===== src/rtl/falling_object_engine_pkg.sv =====
// ---------------------------------------------------------------------------
// falling_object_engine_pkg
//   Shared definitions for the catch-game falling-object engine: FSM state
//   encoding, fixed geometry constants and the per-slot colour table.
// ---------------------------------------------------------------------------
package falling_object_engine_pkg;

  // Game-update sequencer states
  typedef enum logic [1:0] {
    ST_IDLE   = 2'd0,
    ST_UPDATE = 2'd1,
    ST_SPAWN  = 2'd2
  } fsm_state_t;

  // Paddle thickness in lines; a catch needs vertical overlap with this band
  localparam int PADDLE_H = 8;

  // Colour of each object slot (RGB888); the table covers the maximum of 8 slots
  function automatic logic [23:0] obj_colour(input logic [2:0] idx);
    logic [23:0] c;
    case (idx)
      3'd0:    c = 24'hFF_00_00;
      3'd1:    c = 24'h00_FF_00;
      3'd2:    c = 24'h00_00_FF;
      3'd3:    c = 24'hFF_FF_00;
      3'd4:    c = 24'h00_FF_FF;
      3'd5:    c = 24'hFF_00_FF;
      3'd6:    c = 24'hFF_FF_FF;
      3'd7:    c = 24'hFF_80_00;
      default: c = 24'h00_00_00;
    endcase
    return c;
  endfunction

endpackage


===== src/rtl/falling_object_engine_lfsr16.sv =====
// ---------------------------------------------------------------------------
// lfsr16
//   16-bit Fibonacci LFSR (taps 16,14,13,11), advancing every clock. Supplies
//   pseudo-random spawn columns for the falling-object engine.
// Ports
//   vclock  in   1   clock
//   reset   in   1   asynchronous, active-high; loads seed
//   seed    in   16  reset value (a zero seed is replaced by 1 so the
//                    register can never lock up in the all-zero state)
//   q       out  16  current LFSR state
// ---------------------------------------------------------------------------
module lfsr16 (
  input  logic        vclock,
  input  logic        reset,
  input  logic [15:0] seed,
  output logic [15:0] q
);

  logic [15:0] r_q;
  logic        w_fb;

  // Taps 16,14,13,11 map to bits 15,13,12,10
  assign w_fb = r_q[15] ^ r_q[13] ^ r_q[12] ^ r_q[10];

  // Shift register: seed on reset, one step per clock afterwards
  always_ff @(posedge vclock or posedge reset) begin
    if (reset) begin
      r_q <= (seed == 16'h0000) ? 16'h0001 : seed;
    end else begin
      r_q <= {r_q[14:0], w_fb};
    end
  end

  assign q = r_q;

endmodule


===== src/rtl/falling_object_engine.sv =====
// ---------------------------------------------------------------------------
// falling_object_engine
//   Game-logic stage between xvga and the video mux of the catch game. Holds
//   NUM_OBJ falling objects, moves them once per frame (on the falling edge of
//   vsync), detects catches against the paddle and misses at the screen
//   bottom, keeps score / miss count / game_over, and renders object pixels
//   with sync and blank delayed by one clock to stay aligned.
// Ports
//   vclock      in   1   pixel clock
//   reset       in   1   asynchronous, active-high
//   hcount      in   11  pixel column
//   vcount      in   10  pixel line
//   hsync       in   1   active low
//   vsync       in   1   active low; falling edge starts the frame update
//   blank       in   1   blanking interval
//   fall_speed  in   4   pixels per frame
//   paddle_x    in   11  paddle left edge
//   paddle_y    in   10  paddle top edge
//   paddle_w    in   8   paddle width
//   pixel       out  24  object colour at (hcount,vcount), 0 if none/blank
//   phsync      out  1   hsync delayed 1 clock
//   pvsync      out  1   vsync delayed 1 clock
//   pblank      out  1   blank delayed 1 clock
//   catch_pulse out  1   one clock per catch
//   miss_pulse  out  1   one clock per miss
//   score       out  8   catches, saturating
//   misses      out  4   misses, saturating
//   game_over   out  1   latched once misses reach MAX_MISS
// ---------------------------------------------------------------------------
module falling_object_engine
  import falling_object_engine_pkg::*;
#(
  parameter int          NUM_OBJ   = 4,
  parameter int          OBJ_SIZE  = 32,
  parameter int          SCREEN_H  = 768,
  parameter int          SPAWN_GAP = 60,
  parameter int          MAX_MISS  = 5,
  parameter logic [15:0] LFSR_SEED = 16'hACE1
) (
  input  logic        vclock,
  input  logic        reset,
  input  logic [10:0] hcount,
  input  logic [9:0]  vcount,
  input  logic        hsync,
  input  logic        vsync,
  input  logic        blank,
  input  logic [3:0]  fall_speed,
  input  logic [10:0] paddle_x,
  input  logic [9:0]  paddle_y,
  input  logic [7:0]  paddle_w,
  output logic [23:0] pixel,
  output logic        phsync,
  output logic        pvsync,
  output logic        pblank,
  output logic        catch_pulse,
  output logic        miss_pulse,
  output logic [7:0]  score,
  output logic [3:0]  misses,
  output logic        game_over
);

  localparam int IDX_W = (NUM_OBJ > 1) ? $clog2(NUM_OBJ) : 1;
  localparam logic [IDX_W-1:0] LAST_IDX = IDX_W'(NUM_OBJ - 1);

  // ---------------- state ----------------
  fsm_state_t       r_state;
  fsm_state_t       w_next_state;
  logic [IDX_W-1:0] r_idx;

  logic [NUM_OBJ-1:0] r_active;
  logic [10:0]        r_x [NUM_OBJ];
  logic [10:0]        r_y [NUM_OBJ];

  logic [7:0]  r_score;
  logic [3:0]  r_misses;
  logic        r_game_over;
  logic        r_catch_pulse;
  logic        r_miss_pulse;
  logic [7:0]  r_spawn_cnt;

  logic        r_vsync_d;
  logic        r_hsync_d;
  logic        r_blank_d;
  logic [23:0] r_pixel;

  // ---------------- LFSR ----------------
  logic [15:0] w_lfsr;
  logic        w_unused_lfsr;

  lfsr16 u_lfsr (
    .vclock (vclock),
    .reset  (reset),
    .seed   (LFSR_SEED),
    .q      (w_lfsr)
  );

  // Only bits [9:5] pick the spawn column
  assign w_unused_lfsr = ^{w_lfsr[15:10], w_lfsr[4:0]};

  // ---------------- frame tick ----------------
  logic w_tick;
  // r_vsync_d resets high so no spurious tick right after reset
  assign w_tick = r_vsync_d & ~vsync;

  // ---------------- current-slot move/catch/miss ----------------
  logic        w_cur_active;
  logic [10:0] w_cur_x;
  logic [10:0] w_cur_y;
  logic [10:0] w_ny;
  logic [11:0] w_ny_ext;
  logic [11:0] w_x_ext;
  logic        w_catch;
  logic        w_miss;
  logic        w_do_update;
  logic        w_do_spawn;

  assign w_cur_active = r_active[r_idx];
  assign w_cur_x      = r_x[r_idx];
  assign w_cur_y      = r_y[r_idx];
  assign w_ny         = w_cur_y + {7'b000_0000, fall_speed};
  // 12-bit compares so paddle_x+paddle_w and x+OBJ_SIZE cannot wrap
  assign w_ny_ext     = {1'b0, w_ny};
  assign w_x_ext      = {1'b0, w_cur_x};

  assign w_catch = w_cur_active
                && ((w_ny_ext + 12'(OBJ_SIZE)) > {2'b00, paddle_y})
                && (w_ny_ext < ({2'b00, paddle_y} + 12'(PADDLE_H)))
                && (w_x_ext < ({1'b0, paddle_x} + {4'b0000, paddle_w}))
                && ((w_x_ext + 12'(OBJ_SIZE)) > {1'b0, paddle_x});

  // Catch has priority over miss within the same slot
  assign w_miss = w_cur_active && !w_catch && (w_ny_ext >= 12'(SCREEN_H));

  // Once game_over latches, the remaining slots and the spawn are skipped
  assign w_do_update = (r_state == ST_UPDATE) && !r_game_over;
  assign w_do_spawn  = (r_state == ST_SPAWN)  && !r_game_over;

  // ---------------- spawn selection ----------------
  logic             w_free_found;
  logic [IDX_W-1:0] w_free_idx;
  logic [7:0]       w_cnt_inc;
  logic             w_spawn;

  // Lowest-index inactive slot (scan downward so the lowest index wins)
  always_comb begin
    w_free_found = 1'b0;
    w_free_idx   = '0;
    for (int i = NUM_OBJ - 1; i >= 0; i--) begin
      if (!r_active[i]) begin
        w_free_found = 1'b1;
        w_free_idx   = IDX_W'(i);
      end else begin
        w_free_found = w_free_found;
      end
    end
  end

  // Counter saturates at SPAWN_GAP so a blocked spawn retries every frame
  assign w_cnt_inc = (r_spawn_cnt >= 8'(SPAWN_GAP)) ? 8'(SPAWN_GAP) : (r_spawn_cnt + 8'd1);
  assign w_spawn   = w_do_spawn && (w_cnt_inc >= 8'(SPAWN_GAP)) && w_free_found;

  // ---------------- FSM ----------------
  // State register
  always_ff @(posedge vclock or posedge reset) begin
    if (reset) begin
      r_state <= ST_IDLE;
    end else begin
      r_state <= w_next_state;
    end
  end

  // Next-state logic
  always_comb begin
    w_next_state = r_state;
    case (r_state)
      ST_IDLE: begin
        if (w_tick && !r_game_over) begin
          w_next_state = ST_UPDATE;
        end else begin
          w_next_state = ST_IDLE;
        end
      end
      ST_UPDATE: begin
        if (r_game_over) begin
          w_next_state = ST_IDLE;
        end else if (r_idx == LAST_IDX) begin
          w_next_state = ST_SPAWN;
        end else begin
          w_next_state = ST_UPDATE;
        end
      end
      ST_SPAWN: w_next_state = ST_IDLE;
      default:  w_next_state = ST_IDLE;
    endcase
  end

  // Slot index walks 0..NUM_OBJ-1 during UPDATE, parked at 0 otherwise
  always_ff @(posedge vclock or posedge reset) begin
    if (reset) begin
      r_idx <= '0;
    end else if ((r_state == ST_UPDATE) && (r_idx != LAST_IDX)) begin
      r_idx <= r_idx + IDX_W'(1);
    end else if (r_state != ST_UPDATE) begin
      r_idx <= '0;
    end else begin
      r_idx <= r_idx;
    end
  end

  // ---------------- slot registers ----------------
  // Per-slot active/x/y: move or retire during UPDATE, fill during SPAWN
  always_ff @(posedge vclock or posedge reset) begin
    if (reset) begin
      r_active <= '0;
      for (int i = 0; i < NUM_OBJ; i++) begin
        r_x[i] <= 11'd0;
        r_y[i] <= 11'd0;
      end
    end else if (w_do_update && w_cur_active) begin
      if (w_catch || w_miss) begin
        r_active[r_idx] <= 1'b0;
      end else begin
        r_y[r_idx] <= w_ny;
      end
    end else if (w_spawn) begin
      r_active[w_free_idx] <= 1'b1;
      r_y[w_free_idx]      <= 11'd0;
      // 32-aligned column 0..992
      r_x[w_free_idx]      <= {1'b0, w_lfsr[9:5], 5'b00000};
    end
  end

  // Spawn-gap counter, advanced once per completed frame update
  always_ff @(posedge vclock or posedge reset) begin
    if (reset) begin
      r_spawn_cnt <= 8'd0;
    end else if (w_do_spawn) begin
      r_spawn_cnt <= w_spawn ? 8'd0 : w_cnt_inc;
    end
  end

  // ---------------- score / misses / game_over / pulses ----------------
  logic [3:0] w_misses_inc;
  assign w_misses_inc = (r_misses == 4'hF) ? 4'hF : (r_misses + 4'd1);

  // Counters and one-clock event pulses
  always_ff @(posedge vclock or posedge reset) begin
    if (reset) begin
      r_score       <= 8'd0;
      r_misses      <= 4'd0;
      r_game_over   <= 1'b0;
      r_catch_pulse <= 1'b0;
      r_miss_pulse  <= 1'b0;
    end else begin
      r_catch_pulse <= 1'b0;
      r_miss_pulse  <= 1'b0;
      if (w_do_update && w_catch) begin
        r_score       <= (r_score == 8'hFF) ? 8'hFF : (r_score + 8'd1);
        r_catch_pulse <= 1'b1;
      end else if (w_do_update && w_miss) begin
        r_misses     <= w_misses_inc;
        r_miss_pulse <= 1'b1;
        if ({28'd0, w_misses_inc} >= 32'(MAX_MISS)) begin
          r_game_over <= 1'b1;
        end
      end
    end
  end

  // ---------------- render ----------------
  logic [23:0] w_hit_colour;

  // Hit test of every slot; scanning downward lets the lowest index win
  always_comb begin
    w_hit_colour = 24'h00_00_00;
    for (int i = NUM_OBJ - 1; i >= 0; i--) begin
      if (r_active[i]
          && ({1'b0, hcount} >= {1'b0, r_x[i]})
          && ({1'b0, hcount} < ({1'b0, r_x[i]} + 12'(OBJ_SIZE)))
          && ({2'b00, vcount} >= {1'b0, r_y[i]})
          && ({2'b00, vcount} < ({1'b0, r_y[i]} + 12'(OBJ_SIZE)))) begin
        w_hit_colour = obj_colour(3'(i));
      end else begin
        w_hit_colour = w_hit_colour;
      end
    end
  end

  // Pixel and delayed syncs share one pipeline stage
  always_ff @(posedge vclock or posedge reset) begin
    if (reset) begin
      r_pixel   <= 24'h00_00_00;
      r_hsync_d <= 1'b1;
      r_vsync_d <= 1'b1;
      r_blank_d <= 1'b0;
    end else begin
      r_pixel   <= blank ? 24'h00_00_00 : w_hit_colour;
      r_hsync_d <= hsync;
      r_vsync_d <= vsync;
      r_blank_d <= blank;
    end
  end

  assign pixel       = r_pixel;
  assign phsync      = r_hsync_d;
  assign pvsync      = r_vsync_d;
  assign pblank      = r_blank_d;
  assign catch_pulse = r_catch_pulse;
  assign miss_pulse  = r_miss_pulse;
  assign score       = r_score;
  assign misses      = r_misses;
  assign game_over   = r_game_over;

endmodule


===== config.mk =====
export PLATFORM = sky130hd
export DESIGN_NAME = falling_object_engine
export DESIGN_NICKNAME = d
export VERILOG_FILES = /design/src/rtl/falling_object_engine_pkg.sv /design/src/rtl/falling_object_engine_lfsr16.sv /design/src/rtl/falling_object_engine.sv
export SDC_FILE = /design/constraint.sdc
export NUM_CORES = 1
export LEC_CHECK = 0
export CAP_MARGIN = 20
export CORE_MARGIN = 3
export CORE_UTILIZATION = 27
export CTS_CLUSTER_SIZE = 28
export DETAILED_ROUTE_END_ITERATION = 10
export GPL_ROUTABILITY_DRIVEN = 1
export SETUP_SLACK_MARGIN = 0.05
export SLEW_MARGIN = 30
export SYNTH_ARGS = -nofsm -noshare
export SYNTH_HDL_FRONTEND = slang
export SYNTH_SLANG_ARGS = --single-unit

===== constraint.sdc =====
create_clock -name vclock -period 7.7 [get_ports vclock]
set_clock_uncertainty 0.1 [all_clocks]
set_input_delay 1.54 -clock vclock [delete_from_list [all_inputs] [get_ports vclock]]
set_output_delay 1.54 -clock vclock [all_outputs]
set_load 0.01 [all_outputs]

=== After elaboration in Yosys (flattened, before gate mapping) ===
Cells that the tools add are included.

* Memory bits (read-only): 0
* Input port bits: 59
* Flip-flop bits (word level): 162
* Bits in latches: 0
* Bits in writable memories: 0
* Memories: 0

* Equal/unequal tests: 9
* Reduce and logical (&&, ||, !) cells: 46
* $add $sub $neg: 17
* Shift-type cells: 0
* Div/mod/pow operators: 0
* Multiply operators: 0
* Bitwise gates (word level): 14
* $lt $le $gt $ge: 32
* Muxes and demuxes: 50

{| class="wikitable"
|+ Operators by type and width
! operator !! count
|-
| 44-bit two-way mux || 3
|-
| 11-bit by 6-bit adder with 12-bit output (second input constant) || 10
|-
| 24-bit two-way mux || 5
|-
| 44-bit bitwise mux || 2
|-
| 11-bit two-way mux || 6
|-
| 11-bit by 12-bit less-than comparator with 1-bit output || 5
|-
| 10-bit by 12-bit less-than comparator with 1-bit output || 4
|-
| 44-bit bitwise AND || 1
|-
| 11-bit binary-select mux with 2-bit select || 2
|-
| 11-bit demux with 2-bit select || 2
|-
| 10-bit by 11-bit greater-or-equal comparator with 1-bit output || 4
|-
| 11-bit greater-or-equal comparator || 4
|-
| 44-bit inverter || 1
|-
| 1-bit logical AND || 35
|-
| 8-bit two-way mux || 3
|-
| 8-bit by 1-bit adder with 8-bit output (second input constant) || 2
|-
| 8-bit by 6-bit greater-or-equal comparator with 1-bit output (second input constant) || 2
|-
| 2-bit two-way mux || 8
|-
| 4-bit two-way mux || 4
|-
| 11-bit by 8-bit adder with 12-bit output || 1
|-
| 12-bit by 10-bit greater-than comparator with 1-bit output || 1
|-
| 12-bit by 11-bit greater-than comparator with 1-bit output || 1
|-
| 10-bit by 4-bit adder with 11-bit output (second input constant) || 1
|-
| 11-bit by 4-bit adder with 11-bit output || 1
|-
| other kinds (32) || 60
|}

=== Depth between registers and ports, before layout ===
Gate-level depths: netlist of the first run.

* Depth after elaboration: 17
* Depth in mapped cells: 23
* Depth with buffers taken out: 20

=== Worst setup path before layout of the first run ===
OpenSTA, ideal clock, no wires.

* Kind: register -> register
* From: register r_idx[0]
* To: register r_score[5], in the netlist score[5]
* Data required time: 7.472 ns
* Stages on the path, launching flop included: 24
* Arrival: 5.409 ns
* Buffers on the path: 3
* Slack: 2.063 ns
* Cells stage by stage: dfrtp_1 -> buf_2 -> buf_1 -> mux4_2 -> ha_1 -> fa_1 -> a21o_1 -> a21oi_1 -> nor2_1 -> nand2_1 -> xor2_1 -> inv_1 -> ha_1 -> xnor2_1 -> ha_1 -> a21o_1 -> a21o_1 -> a21oi_1 -> a21o_1 -> o21ai_0 -> o211ai_1 -> buf_6 -> nor3_2 -> mux2_1

* Word-level cells in the longest chain between the ends: 12

{| class="wikitable"
|+ Ends and longest elaborated chain
! what !! line !! RTL
|-
| start: declaration || falling_object_engine.sv:68 || <nowiki>logic [IDX_W-1:0] r_idx;</nowiki>
|-
| start signal: assignment || falling_object_engine.sv:202 || <nowiki>r_idx <= r_idx + IDX_W'(1);</nowiki>
|-
| start signal: assignment || falling_object_engine.sv:206 || <nowiki>r_idx <= r_idx;</nowiki>
|-
| 2-bit inverter with 3-bit output (implied by the code) || falling_object_engine.sv:118, falling_object_engine.sv:119 ||
|-
| 11-bit binary-select mux with 2-bit select || falling_object_engine.sv:119 || <nowiki>assign w_cur_y = r_y[r_idx];</nowiki>
|-
| 11-bit two-way mux (implied by the code) (2 in a row) || falling_object_engine.sv:119 ||
|-
| 11-bit by 4-bit adder with 11-bit output || falling_object_engine.sv:120 || <nowiki>assign w_ny = w_cur_y + {7'b000_0000, fall_speed};</nowiki>
|-
| 11-bit by 6-bit adder with 12-bit output || falling_object_engine.sv:126 || <nowiki>&& ((w_ny_ext + 12'(OBJ_SIZE)) > {2'b00, paddle_y})</nowiki>
|-
| 12-bit by 10-bit greater-than comparator with 1-bit output || falling_object_engine.sv:126 ||
|-
| 1-bit logical AND || falling_object_engine.sv:126 ||
|-
| 1-bit logical AND || falling_object_engine.sv:127 || <nowiki>&& (w_ny_ext < ({2'b00, paddle_y} + 12'(PADDLE_H)))</nowiki>
|-
| 1-bit logical AND || falling_object_engine.sv:128 || <nowiki>&& (w_x_ext < ({1'b0, paddle_x} + {4'b0000, paddle_w}))</nowiki>
|-
| 1-bit logical AND (*) || falling_object_engine.sv:129 || <nowiki>&& ((w_x_ext + 12'(OBJ_SIZE)) > {1'b0, paddle_x});</nowiki>
|-
| 1-bit logical AND (*) || falling_object_engine.sv:257 || <nowiki>if (w_do_update && w_catch) begin</nowiki>
|-
| end signal: assignment || falling_object_engine.sv:258 || <nowiki>r_score <= (r_score == 8'hFF) ? 8'hFF : (r_score + 8'd1);</nowiki>
|-
| end: declaration || falling_object_engine.sv:74 || <nowiki>logic [7:0] r_score;</nowiki>
|}

Mark *: on every way between the ends. The rest lies on a longest branch, timed or not. The select of a mux whose other input is x is not followed.
A chain may end at the register's enable or synchronous reset.

=== Worst setup path in the final report of the first run ===
* From: input fall_speed[0]
* To: register r_y[30] in the netlist's numbering

* Word-level cells in the longest chain between the ends: 13

{| class="wikitable"
|+ Ends and longest elaborated chain
! what !! line !! RTL
|-
| start: declaration || falling_object_engine.sv:47 || <nowiki>input logic [3:0] fall_speed,</nowiki>
|-
| 11-bit by 4-bit adder with 11-bit output (*) || falling_object_engine.sv:120 ||
|-
| 11-bit by 6-bit adder with 12-bit output || falling_object_engine.sv:126 ||
|-
| 12-bit by 10-bit greater-than comparator with 1-bit output || falling_object_engine.sv:126 ||
|-
| 1-bit logical AND || falling_object_engine.sv:126 ||
|-
| 1-bit logical AND || falling_object_engine.sv:127 ||
|-
| 1-bit logical AND || falling_object_engine.sv:128 ||
|-
| 1-bit logical AND || falling_object_engine.sv:129 ||
|-
| 1-bit zero test || falling_object_engine.sv:132 || <nowiki>assign w_miss = w_cur_active && !w_catch && (w_ny_ext >= 12'(SCREEN_H));</nowiki>
|-
| 1-bit logical AND (2 in a row) || falling_object_engine.sv:132 ||
|-
| 1-bit logical OR || falling_object_engine.sv:220 || <nowiki>if (w_catch || w_miss) begin</nowiki>
|-
| 2-bit != test (no line) || -- ||
|-
| 2-bit AND reduction (no line) || -- ||
|-
| end signal: indexed assignment || falling_object_engine.sv:223 || <nowiki>r_y[r_idx] <= w_ny;</nowiki>
|-
| end: declaration || falling_object_engine.sv:72 || <nowiki>logic [10:0] r_y [NUM_OBJ];</nowiki>
|}

Marked as above.

==> results of run 1 <==
final timing paths:
| check | startpoint | endpoint |
|---|---|---|
| max | fall_speed[0] | r_y[30] |
| min | u_lfsr.q[1] | u_lfsr.q[2] |
| max reg2reg | r_idx[0] | r_y[30] |
| min reg2reg | u_lfsr.q[1] | u_lfsr.q[2] |
| max in group asynchronous | reset | r_y[26] |
| min in group asynchronous | reset | score[7] |
flip-flops by register name, summed over array words and instances, names as in the netlist, 2 cells and up:
| name | count |
|---|---|
| r_state | 2 |
| r_y | 44 |
| pixel | 3 |
| score | 8 |
| r_active | 4 |
| r_x | 20 |
| misses | 4 |
| r_idx | 2 |
| u_lfsr.q | 16 |
| r_spawn_cnt | 8 |
cell families after synthesis:
kind of cell | after synthesis
adders and majority gates | 166
muxes | 71
and+or+nand+nor | 274
buffers and inverters | 155
AOI/OAI and AO/OA | 219
DFF | 117
xor gates and xnor gates | 57
stage by stage:
stage / area [um2] / hold WS (ns) / utilization (%) / power [mW]
final: 12030 / 0.2501 / 32.78 / 3.831
after floorplan: 10080 / 0.2312 / - / 2.422
after detailed placement: 11420 / 0.2387 / 31.12 / 2.992
after CTS: 12030 / 0.2552 / 32.77 / 3.858
after global routing: 12030 / 0.2622 / 32.78 / 4.188
after global placement: 11410 / 0.2351 / 31.10 / 2.925
cells in the final DEF, fill, tap and decap left out, types with 15 or more instances in the layout:
cell,count
a21o_1,36
nand2_1,73
o21a_1,17
mux4_2,17
a21oi_1,45
inv_1,114
clkbuf_16,17
dfrtp_1,107
nor3_1,16
nand3_1,53
o21ai_0,52
clkdlybuf4s50_1,95
mux2_2,27
mux2i_1,26
nor2b_1,15
nor2_1,41
ha_1,162
xnor2_1,44
nand2b_1,19
cell usage after synthesis, types with 4 or more instances:
cell type / instances
ha_1: 162
inv_1: 115
dfrtp_1: 107
nand2_1: 73
nand3_1: 53
o21ai_0: 52
a21oi_1: 45
xnor2_1: 44
nor2_1: 41
a21o_1: 36
mux2_2: 27
mux2i_1: 26
buf_4: 22
nand2b_1: 19
mux4_2: 17
o21a_1: 17
nor3_1: 16
nor2b_1: 15
nand4_1: 13
xor2_1: 13
a22o_1: 12
and3_1: 11
dfstp_2: 10
o211ai_1: 8
and2_1: 7
clkbuf_1: 6
o2111ai_1: 6
nor4_1: 5
a221oi_1: 4
a31oi_1: 4
buf_6: 4
or3_1: 4
layout make-up:
| type | instances | area [um2] | share of cell area (%) |
|---|---|---|---|
| clock buffer | 17 | 425.4 | 3.537 |
| clock inverter | 15 | 180.2 | 1.498 |
| inverter | 117 | 444.2 | 3.693 |
| multi-input combinational | 787 | 6449 | 53.61 |
| sequential | 117 | 2940 | 24.45 |
| tap | 468 | 585.6 | 4.868 |
| timing repair buffer | 102 | 1003 | 8.343 |
worst reg2reg max path, delay by kind of cell, from the launching register on:
kind	cells	cell delay, ns
buffers and inverters	1	0.15
XOR/XNOR	2	0.44
flip-flops	1	0.56
adder cells (fa/ha/maj)	4	1.22
AO/OA/AOI/OAI	5	1.95
AND/OR/NAND/NOR	6	0.65
multiplexers	2	0.89
power breakdown:
group | internal, mW | switching (mW)
sequential | 0.734 | 0.187
clock | 0.492 | 0.342
combinational | 0.898 | 1.18
total | 2.12 | 1.71
per-layer routing:
metal  vias to the layer above  routed length [um]
met1                      3998               12870
li1                       3953                   -
met2                       175               12450
met4                         0                 391
met3                        27                1396
met5                         -                   0
==> results_dict.tcl, run 1 <==
set metrics [dict create \
    status "completed" \
    maxCapViolCount 0 \
    reg2reg_depth 20 \
    clock.fmax_mhz 156.8 \
    cts_max_level 4 \
    viasPerCell 5.023 \
    synth_area_leaders "dfrtp_1 27%, ha_1 20%, inv_1 4.3%" \
    dp_slack_ns 0.9337 \
    core_area_um2 36700 \
    detail-route-antenna-nets 0 \
    drt_iter0_drc 395 \
    worstPathMaxFanout 11 \
    crit_top_cell "ha_1" \
    synth-compound-area-share_pct 14.93 \
    finalHoldViolations 0 \
    area_growth_pct 19.31 \
    drive_gt1_share_pct 9.784 \
    worstSkewPairLatency_ns 0.43 \
    fill_cells 3727 \
    path_cells "clkdlybuf4s50_1 -> ha_1 -> fa_1 -> a21o_1 -> a21oi_1 -> nor2_1 -> nand2_1 -> xor2_1 -> inv_1 -> ha_1 -> nand3_1 -> xnor2_1 -> ha_1 -> nand4_1 -> nor2_1 -> a21o_1 -> o211ai_1 -> nand2_4 -> o211ai_2 -> mux2i_1" \
    synth_edf_count 0 \
    cts_setup_buffers 0 \
    routed_wl_mm 27.10 \
    ys_seq_area_share_pct 29.17 \
    diodes 0 \
    netlist_area_um2 10080 \
    cp-start-kind "primary input" \
    ctsResizeCount 0 \
    die_w_um 199.2 \
    slowest_delay_ns 0.74 \
    rsz0062_at_grt "false" \
    cts_tree "done" \
    cpMaxStageDelayCell "o211ai_2" \
    synth_top_family_by_area "adder cells" \
    worst_slack_ns 1.321 \
    avgSynthCellArea_um2 9.519 \
    crit_family "compound AO/OA/AOI/OAI gates" \
    gp_congestion 0.8754 \
    chipHeight_um 199.2 \
    dp_cells 1591 \
    cts_made_buffers 17 \
    wl_per_cell_um 16.70 \
    num_io_pins 101 \
    globalRouteOverflowTotal 0 \
    post-route-drc-count 0 \
    cts_hold_buf 0 \
    grt_max_degree 72 \
    antenna_found_initial 0 \
    maxSlewViolCount 0 \
    clk_pin_slew_worst_paths_ns 0.06 \
    yosys_warnings 0 \
    vias 8153 \
    grt.total_usage_pct 13.92 \
    hp-class "flip-flop to flip-flop" \
    vdd_drop_max_v 0.0001527 \
    synth_top_area_share_pct 26.56 \
    tightest_slew_ns 0.9210 \
    fp.dieArea_um2 39690 \
    synthDistinctLibCells 75 \
    gr-usage-met2_pct 23.18 \
    start_util_pct 27.47 \
    fin_crit_sh_pct 82.84 \
    rows 70 \
    synth_fa_ha_area_share_pct 20.71 \
    portBuffers 95 \
    synthXorXnorAreaFrac_pct 4.952 \
    num-nets-final 1365 \
    hpwl_mm 21.11 \
    reg2reg_slack_ns 1.66 \
    power_leakage_nw 5.587 \
    instances_no_fill 1623 \
    drtPass1Iterations 5 \
    async_flop_share_pct 100.0 \
    yosysTopAreaCell "dfrtp_1" \
    ys_ff_latch 117 \
    synthMuxAreaShare_pct 9.507 \
    use_met1_pct 18.71 \
    cp-end-kind "flip-flop" \
    setup_viol 0 \
    powerDensity_nw_per_um2 318.5 \
    grt_pass1_vias 8389 \
    post-route-min-period_ns 6.379 \
    clockBufferDepth 2 \
    use_met3_pct 2.698 \
    cts_sinks 117 \
    cp.depth 20 \
    grt_pass1_wl_mm 43.75 \
    crit_arrival_ns 6.62 \
    slew_headroom_pct 38.42 \
    setup_tns_ns 0 \
    path_class "primary input to flip-flop" \
    clockRootBuffer "clkbuf_16" \
    synth_cells 1059 \
    cp.required_ns 7.94 \
    synth_fp_nets 1282 \
    min_path_cells 0 \
    busiest_layer "met2" \
    path_buf_inv 2 \
    synthSimpleGateAreaFrac_pct 13.80 \
    synth_ff_type "dfrtp_1" \
]
Power figures use the tool's default switching activity.
==> run 2: changes to the inputs <==
Clock period 7.7 ns to 5.9 ns, I/O delays scaled along.
==> run 2 against run 1 <==
  * Die area unchanged
  * Clock power up 25%
  * Global-route usage down 0.23 points
  * Sequential share of layout area down 0.22 points
  * Wire length down 0.23%
  * Hold slack worse by 0.0011 ns
  * Utilization up 0.30 points
  * Power up 32%
  * Worst setup slack worse by 0.94 ns
  * Flip-flop and latch count unchanged
  * Critical path type unchanged
  * Largest cell class unchanged
==> results_dict.tcl, run 2 (synthesis gave the netlist of run 1 again) <==
set metrics [dict create \
    status "completed" \
    worstSkewPairLatency_ns 0.42 \
    hp-class "flip-flop to flip-flop" \
    num_io_pins 101 \
    globalRouteOverflowTotal 0 \
    portBuffers 95 \
    cp-end-kind "flip-flop" \
    path_cells "clkdlybuf4s50_1 -> ha_1 -> inv_1 -> fa_1 -> nor2b_1 -> o21a_1 -> o21ai_0 -> nand2b_1 -> a21oi_1 -> xor2_1 -> ha_1 -> a21o_1 -> a21o_1 -> a21o_1 -> a21oi_1 -> a221oi_1 -> buf_4 -> nor4_2 -> o211ai_1 -> buf_12 -> nor4_2 -> mux2_2" \
    path_class "primary input to flip-flop" \
    grt_pass1_wl_mm 43.17 \
    setup_viol 0 \
    drive_gt1_share_pct 10.70 \
    cts_hold_buf 0 \
    maxSlewViolCount 0 \
    regArea_um2 2940 \
    finalHoldViolations 0 \
    grt.total_usage_pct 13.69 \
    busiest_layer "met2" \
    grt_max_degree 54 \
    core_area_um2 36700 \
    largest_register "r_y" \
    gp_congestion 0.8707 \
    vdd_drop_max_v 0.0002101 \
    largest_register_ffs 44 \
    slew_headroom_pct 40.11 \
    fp.dieArea_um2 39690 \
    ctsResizeCount 0 \
    slowest_delay_ns 0.43 \
    hpwl_mm 21.39 \
    fin_crit_sh_pct 93.53 \
    cts_made_buffers 17 \
    worst_slack_ns 0.3815 \
    layout_common_cells "162 x ha_1, 114 x inv_1, 107 x dfrtp_1" \
    use_met1_pct 18.62 \
    clock.fmax_mhz 181.2 \
    cp-start-kind "primary input" \
    reg2reg_slack_ns 0.57 \
    clockBufferDepth 2 \
    power_leakage_nw 5.644 \
    crit_family "compound AO/OA/AOI/OAI gates" \
    num-nets-final 1378 \
    drtPass1Iterations 5 \
    post-route-min-period_ns 5.519 \
    routed_wl_mm 27.04 \
    gr-usage-met2_pct 22.99 \
    dp_slack_ns -0.01396 \
    cts_max_level 4 \
    drt_iter0_drc 472 \
    rows 70 \
    path_buf_inv 4 \
    antenna_found_initial 0 \
    cpMaxStageDelayCell "clkdlybuf4s50_1" \
    crit_top_cell "a21o_1" \
    cp.required_ns 6.11 \
    worstPathMaxFanout 11 \
    final_common_cell "ha_1" \
    cts_sinks 117 \
    rsz0062_at_grt "false" \
    tightest_slew_ns 0.8984 \
    use_met3_pct 2.613 \
    powerDensity_nw_per_um2 415.7 \
    fill_cells 3742 \
    area_growth_pct 20.39 \
    chipHeight_um 199.2 \
    die_w_um 199.2 \
    detail-route-antenna-nets 0 \
    viasPerCell 5.005 \
    setup_tns_ns 0 \
    clk_pin_slew_worst_paths_ns 0.06 \
    multi_input_area_um2 6449 \
    cts_tree "done" \
    grt_pass1_vias 8237 \
    cts_setup_buffers 0 \
    diodes 0 \
    wl_per_cell_um 16.53 \
    start_util_pct 27.47 \
    crit_arrival_ns 5.72 \
    maxCapViolCount 0 \
    vias 8188 \
    post-route-drc-count 0 \
    clockRootBuffer "clkbuf_16" \
    design_area_um2 12140 \
    place_area_um2 11550 \
]
==> run 2: cell types whose count changed in the layout (fill, tap and decap cells not counted), sizes merged <==
cell | before | now
buf | 7 | 20
clkbuf | 17 | 18
clkinv | 1 | 4
clkinvlp | 1 | 4
inv | 128 | 121
==> run 2: worst paths after layout <==
path	from	end	cells past startpoint
max	paddle_x[0]	score[7]	22
min in group asynchronous	reset	score[7]	2
max reg2reg	r_idx[0]	score[7]	17
max in group asynchronous	reset	r_y[32]	3
min	u_lfsr.q[3]	u_lfsr.q[4]	0
min reg2reg	u_lfsr.q[3]	u_lfsr.q[4]	0
==> run 2: cell type report <==
class,count,area share [%]
Clock buffer,18,3.536
Clock inverter,14,1.258
Inverter,117,3.639
Multi-Input combinational cell,787,53.13
Sequential cell,117,24.23
Tap cell,468,4.825
Timing Repair Buffer,115,9.381
==> run 2: metal layers <==
metal  share of wire (%)  up-vias  wire length, um
li1                    -     3977                -
met1                  48     4020            13050
met2                  46      175            12510
met3                 4.9       16             1315
met4                0.61        0              166
met5                   0        -                0
==> run 2: worst register-to-register path, stage by stage, from the launching register on <==
cell,delay [ns]
dfrtp_1,0.47
mux4_2,0.57
ha_1,0.25
fa_1,0.44
a21o_1,0.22
a21oi_1,0.33
nor4_1,0.14
xnor2_1,0.23
inv_1,0.08
ha_1,0.33
a21oi_1,0.19
o211ai_1,0.12
a311o_1,0.39
nor4_2,0.32
o211ai_1,0.23
buf_12,0.20
nor4_2,0.27
mux2_2,0.36
==> run 2: per-stage QoR <==
stage	std cells	utilization, %	power, mW	hold slack (ns)
2_1_floorplan	1059	-	3.161	0.2312
3_3_place_gp	1604	31.47	3.923	0.2332
6_report	1636	33.07	5.045	0.2490
5_1_grt	1636	33.07	5.494	0.2599
3_5_place_dp	1604	31.49	3.999	0.2364
4_1_cts	1636	33.07	5.069	0.2522
==> run 2: where the power goes <==
| part | total (mW) | internal (mW) | leakage (nW) | switching [mW] |
|---|---|---|---|---|
| Clock | 1.04 | 0.626 | 0.274 | 0.412 |
| Combinational | 2.80 | 1.25 | 3.89 | 1.55 |
| Sequential | 1.21 | 0.958 | 1.48 | 0.248 |
==> patch 1, RTL diff (config.mk and constraints of run 1) <==
Set the parameter `SPAWN_GAP` to 30 (it was 60).
--- a/src/rtl/falling_object_engine.sv
+++ b/src/rtl/falling_object_engine.sv
@@ -33,7 +33,7 @@
   parameter int          NUM_OBJ   = 4,
   parameter int          OBJ_SIZE  = 32,
   parameter int          SCREEN_H  = 768,
-  parameter int          SPAWN_GAP = 60,
+  parameter int          SPAWN_GAP = 30,
   parameter int          MAX_MISS  = 5,
   parameter logic [15:0] LFSR_SEED = 16'hACE1
 ) (
Formal check against the unedited RTL: same outputs for any inputs over 10 cycles, from zero or initial values and one cycle with reset high; that may be too few to reach the edited logic, so the function may still have changed.
==> patch 1 against run 1 <==
  * Sequential cell count unchanged
  * Setup slack improved by 160 ps
  * Utilization grew 0.12 points
  * Critical path depth fell by 2
  * Synthesized area shrank 1.5%
  * Routed wire length fell by 4.2%
  * Power shrank 27%
  * Cell area decreased by 1.8%
  * Critical path type unchanged
==> patch 1: results (changes against run 1) <==
** Run status
- Result of the run :: finished clean (unchanged)

** Placed design
- Placed cell area :: 0.0112 mm^2 (was 0.0114 mm^2)
- The worst-case setup slack after placement is 1110 ps (was 934 ps).
- Total half-perimeter wirelength after legalization and detailed placement :: 20200 um (was 21100 um)

** Setup path
- The terminus of the critical flop-to-flop path was r_y[36] (was r_y[30]).
- The slack of the worst reg-to-reg path was 1830 ps (was 1660 ps).
- The highest fanout seen on the critical path is 21 (was 11).
- CP max stage cell :: sky130_fd_sc_hd__and3_1 (was sky130_fd_sc_hd__o211ai_2)
- The arrival time reported for the critical path endpoint was 6460 ps (was 6620 ps).

** Synth
- Commonest cells post-synth :: sky130_fd_sc_hd__ha_1, sky130_fd_sc_hd__inv_1, sky130_fd_sc_hd__dfrtp_1, sky130_fd_sc_hd__o21ai_0, sky130_fd_sc_hd__nand2_1 (was sky130_fd_sc_hd__ha_1, sky130_fd_sc_hd__inv_1, sky130_fd_sc_hd__dfrtp_1, sky130_fd_sc_hd__nand2_1, sky130_fd_sc_hd__nand3_1)
- Sequential element share of the synthesized area :: 29.6% (was 29.2%)
- Largest cells by area after synthesis: sky130_fd_sc_hd__dfrtp_1, sky130_fd_sc_hd__ha_1, sky130_fd_sc_hd__inv_1 (unchanged).
- The synthesized-area fraction occupied by adder cells came to 20.9% (was 20.7%).
- The synthesized-area fraction occupied by xor and xnor cells was 4.85% (was 4.95%).
- Number of distinct library cells after synthesis :: 77 (was 75)
- The fraction of synthesized area in multiplexers was 4.62% (was 9.51%).
- The average cell area after synthesis came to 9.56 um^2 (was 9.52 um^2).

** GRT
- Wire length of the first global-routing pass :: 41900 um (was 43800 um)
- Vias in the first global route :: 7816 (was 8389)

** Hold path
- Worst Hold Path EP :: u_lfsr.q[3] (was u_lfsr.q[2])
- The critical hold path startpoint was u_lfsr.q[2] (was u_lfsr.q[1]).

** Route
- Via density per instance :: 4.95 (was 5.02)
- Detailed-route via count :: 7871 (was 8153)

** Timing
- The actual slew at the worst max-slew pin was 885 ps (was 921 ps).

** Finish
- The count of fill cells added during filler insertion was 3660 (was 3727).
- The share of layout cells above drive strength 1 is 7.89% (was 9.78%).
- Count of nets after finishing :: 1338 (was 1365)

** Pwr
- Leak pwr :: 5.17 nW (was 5.59 nW)
-- patch 1: cell types whose count changed in the layout (fill, tap and decap cells not counted), sizes merged, moves of 6 or more --
cell,delta
a22o,+24
mux2i,-24
nand2b,-6
o21a,+12
nor2,-6
nand2,-19
inv,-8
nand3,-9
o21ai,+7
nor2b,-8
mux2,-23
-- patch 1: routing by layer --
layer | part of all wire (%) | track usage (%)
met4 | 1.0 | 2.80
met3 | 3.5 | 2.01
met2 | 48 | 22.3
met1 | 48 | 18.1
met5 | 0 | 0
-- patch 1: area by class of cell --
class,instances,share of cell area [%]
repair buffers,101,8.43
well taps,461,4.88
clock inverters,14,1.30
inverters,118,3.79
clock buffers,18,3.72
multi-input cells,760,53.0
flip-flops and latches,117,24.9
-- patch 1: power breakdown --
part | switching (mW) | internal [mW]
clock network | 0.302 | 0.487
registers | 0.115 | 0.701
logic | 0.672 | 0.530
total | 1.09 | 1.72
-- patch 1: how the worst max path moves through the flow --
stage,from,endpoint,slack [ps]
4_1_cts,fall_speed[0],r_y[36],1490
3_3_place_gp,fall_speed[0],r_y[34],1120
5_1_grt,fall_speed[0],r_y[36],1160
3_5_place_dp,fall_speed[0],r_y[33],1110
2_1_floorplan,r_idx[0],r_y[7],2090
6_report,fall_speed[0],r_y[36],1480
-- patch 1: stage by stage --
| stage | hold slack [ps] | util (%) |
|---|---|---|
| after detailed placement | 235 | 31.2 |
| after global placement | 235 | 31.2 |
| after global routing | 263 | 32.9 |
| final | 250 | 32.9 |
| after CTS | 248 | 32.9 |
| after floorplan | 231 | - |
-- patch 1: cells by family after synthesis --
logic type / Yosys count
adders and majority gates: 165
DFF: 117
muxes: 24
AOI/OAI and AO/OA: 271
buffers and inverters: 162
xor gates and xnor gates: 55
and+or+nand+nor: 245
==> patch 2, RTL diff (config.mk and constraints of run 1) <==
Made on the original files. Register the input `hcount` before use, with the module's reset. The logic sees it one clock later. The other inputs are not delayed to match.
--- a/src/rtl/falling_object_engine.sv
+++ b/src/rtl/falling_object_engine.sv
@@ -62,6 +62,16 @@
   localparam int IDX_W = (NUM_OBJ > 1) ? $clog2(NUM_OBJ) : 1;
   localparam logic [IDX_W-1:0] LAST_IDX = IDX_W'(NUM_OBJ - 1);
 
+  logic [10:0] hcount_q;
+
+  always_ff @(posedge vclock or posedge reset) begin
+    if (reset) begin
+      hcount_q <= '0;
+    end else begin
+      hcount_q <= hcount;
+    end
+  end
+
   // ---------------- state ----------------
   fsm_state_t       r_state;
   fsm_state_t       w_next_state;
@@ -275,8 +285,8 @@
     w_hit_colour = 24'h00_00_00;
     for (int i = NUM_OBJ - 1; i >= 0; i--) begin
       if (r_active[i]
-          && ({1'b0, hcount} >= {1'b0, r_x[i]})
-          && ({1'b0, hcount} < ({1'b0, r_x[i]} + 12'(OBJ_SIZE)))
+          && ({1'b0, hcount_q} >= {1'b0, r_x[i]})
+          && ({1'b0, hcount_q} < ({1'b0, r_x[i]} + 12'(OBJ_SIZE)))
           && ({2'b00, vcount} >= {1'b0, r_y[i]})
           && ({2'b00, vcount} < ({1'b0, r_y[i]} + 12'(OBJ_SIZE)))) begin
         w_hit_colour = obj_colour(3'(i));
Function: same outputs for any inputs over 10 cycles, from zero or initial values and one cycle with reset high; that may be too few to reach the edited logic, so the function may still have changed.
==> patch 2 against run 1 <==
  * Routed wire length fell by 5.6%
  * Synthesized area barely moved
  * Setup slack worse by 67 ps
  * First-iteration DRC count is 7.1% higher
  * Non-clock buffer count is 1 lower
  * Sequential cell count increased by 6
  * Power shrank 24%
  * Cell area decreased by 0.38%
  * Global-route usage down 0.80 points
  * Critical path depth decreased by 2
  * Largest cell class unchanged
  * Largest power group unchanged
  * Highest routed layer unchanged
==> patch 2: results (changes against run 1) <==
** Synth
- Post-synthesis adder-cell area fraction :: 20.5% (was 20.7%)
- Synth Area in Compound Gates :: 16.8% (was 14.9%)
- Largest cells by area after synthesis: sky130_fd_sc_hd__dfrtp_1, sky130_fd_sc_hd__ha_1, sky130_fd_sc_hd__inv_1 (unchanged).
- Commonest cells post-synth: sky130_fd_sc_hd__ha_1, sky130_fd_sc_hd__dfrtp_1, sky130_fd_sc_hd__inv_1, sky130_fd_sc_hd__nand2_1 (was sky130_fd_sc_hd__ha_1, sky130_fd_sc_hd__inv_1, sky130_fd_sc_hd__dfrtp_1, sky130_fd_sc_hd__nand2_1, sky130_fd_sc_hd__nand3_1).
- The synthesized netlist net count came to 1261 (was 1282).
- The synthesized-area fraction occupied by xor and xnor cells came to 5.10% (was 4.95%).
- The fraction of synthesized area in multiplexers is 6.47% (was 9.51%).
- Cells after Synth :: 1038 (was 1059)
- Sequential element share of the synthesized area :: 30.7% (was 29.2%)

** GRT
- The initial antenna violation count came to 2 (was 0).
- Vias in the first global route :: 7963 (was 8389)
- The combined global-route utilization of all metal layers was 13.1% (was 13.9%).
- The pin count of the biggest net entering global routing is 71 (was 72).
- Wire length of the first global-routing pass :: 41400 um (was 43800 um)

** Route
- Sum of routed wire length over all layers :: 25600 um (was 27100 um)
- The iteration count of the initial detailed-routing pass came to 4 (was 5).
- The starting DRC count in detailed routing is 423 (was 395).
- Detailed-route via count :: 7937 (was 8153)

** Placed design
- The worst-case setup slack after placement was 814 ps (was 934 ps).
- The half-perimeter wire length of the detailed placement result was 20000 um (was 21100 um).
- Final GP Congestion :: 0.824 (was 0.875)
- Instance count after placement with tap cells included :: 1566 (was 1591)
- Placed cell area :: 0.0114 mm^2 (about the same)

** Timing
- Slew Limit Headroom :: 51.0% (was 38.4%)
- The worst hold slack after final layout came to 246 ps (was 250 ps).
- The final critical-path share of the clock period is 83.7% (was 82.8%).

** Run status
- Result of the run :: finished clean (unchanged)

** Setup path
- Crit Path Max Fanout :: 13 (was 11)
- The worst-path cell with the longest stage delay is sky130_fd_sc_hd__clkdlybuf4s50_1 (was sky130_fd_sc_hd__o211ai_2).
- Slack of the worst reg-to-reg path :: 1630 ps (was 1660 ps)
- Critical Path AT :: 6640 ps (was 6620 ps)
- Slowest cell delay on critical path :: 450 ps (was 740 ps)

** CTS
- The count of buffers added by post-CTS timing repair for setup was 0 (unchanged).
- The number of buffers created by CTS is 17 (unchanged).

** Finish
- The share of layout cells above drive strength 1 came to 9.12% (was 9.78%).
- The number of standard cells in the layout, taps in and fillers out is 1599 (was 1623).

** Pwr
- Worst IR drop on VDD :: 0.000180 V (was 0.000153 V)
- The static leakage came to 5.29 nW (was 5.59 nW).

** Hold path
- Path type of the worst min-delay path :: reg -> reg (unchanged)
==> patch 2: changes by cell type after synthesis, sizes merged, moves of 5 or more <==
cell	before	now
o211ai	9	4
mux2i	26	1
nand3	53	47
dfrtp	107	113
nor3	19	12
a211oi	2	8
mux2	28	23
a21o	36	26
nor2	41	48
nand2	74	51
a22o	12	41
==> patch 2: layout make-up <==
cell class              instances  area [um^2]  share of cell area [%]
inverters                     113          429                    3.58
repair buffers                101          996                    8.31
clock buffers                  19          443                    3.70
multi-input cells             761         6290                    52.5
flip-flops and latches        123         3090                    25.8
clock inverters                13          143                    1.19
diodes                          1         2.50                  0.0209
well taps                     468          586                    4.89
==> patch 2: per-layer routing <==
metal  GRT usage (%)  vias up  wire [um]
met4            3.93        0        482
met3            2.80       25       1310
met5               0        -          0
met2            21.2      163      11600
met1            17.7     3852      12200
li1                -     3897          -
==> patch 2: power by group <==
part / switching [mW] / total (mW) / internal [mW] / leakage (nW)
Sequential: 0.145 / 0.888 / 0.743 / 1.61
Clock: 0.310 / 0.797 / 0.486 / 0.272
Combinational: 0.684 / 1.23 / 0.544 / 3.41
Total: 1.14 / 2.91 / 1.77 / 5.29
==> patch 2: kinds of logic after synthesis <==
kind of cell,Yosys count
flip-flops,123
AO/OA/AOI/OAI,239
XOR/XNOR,57
buffers and inverters,154
AND/OR/NAND/NOR,260
multiplexers,41
adder cells (fa/ha/maj),164
==> patch 2: path summary, 6_finish.rpt <==
path / start / cells after the start / to
worst max register to register: r_idx[0] / 18 / r_y[9]
max in group asynchronous: reset / 3 / pixel[15]
min in group asynchronous: reset / 2 / catch_pulse
worst min register to register: u_lfsr.q[3] / 0 / u_lfsr.q[4]
worst max-delay path: fall_speed[1] / 18 / r_y[9]
worst min-delay path: u_lfsr.q[3] / 0 / u_lfsr.q[4]
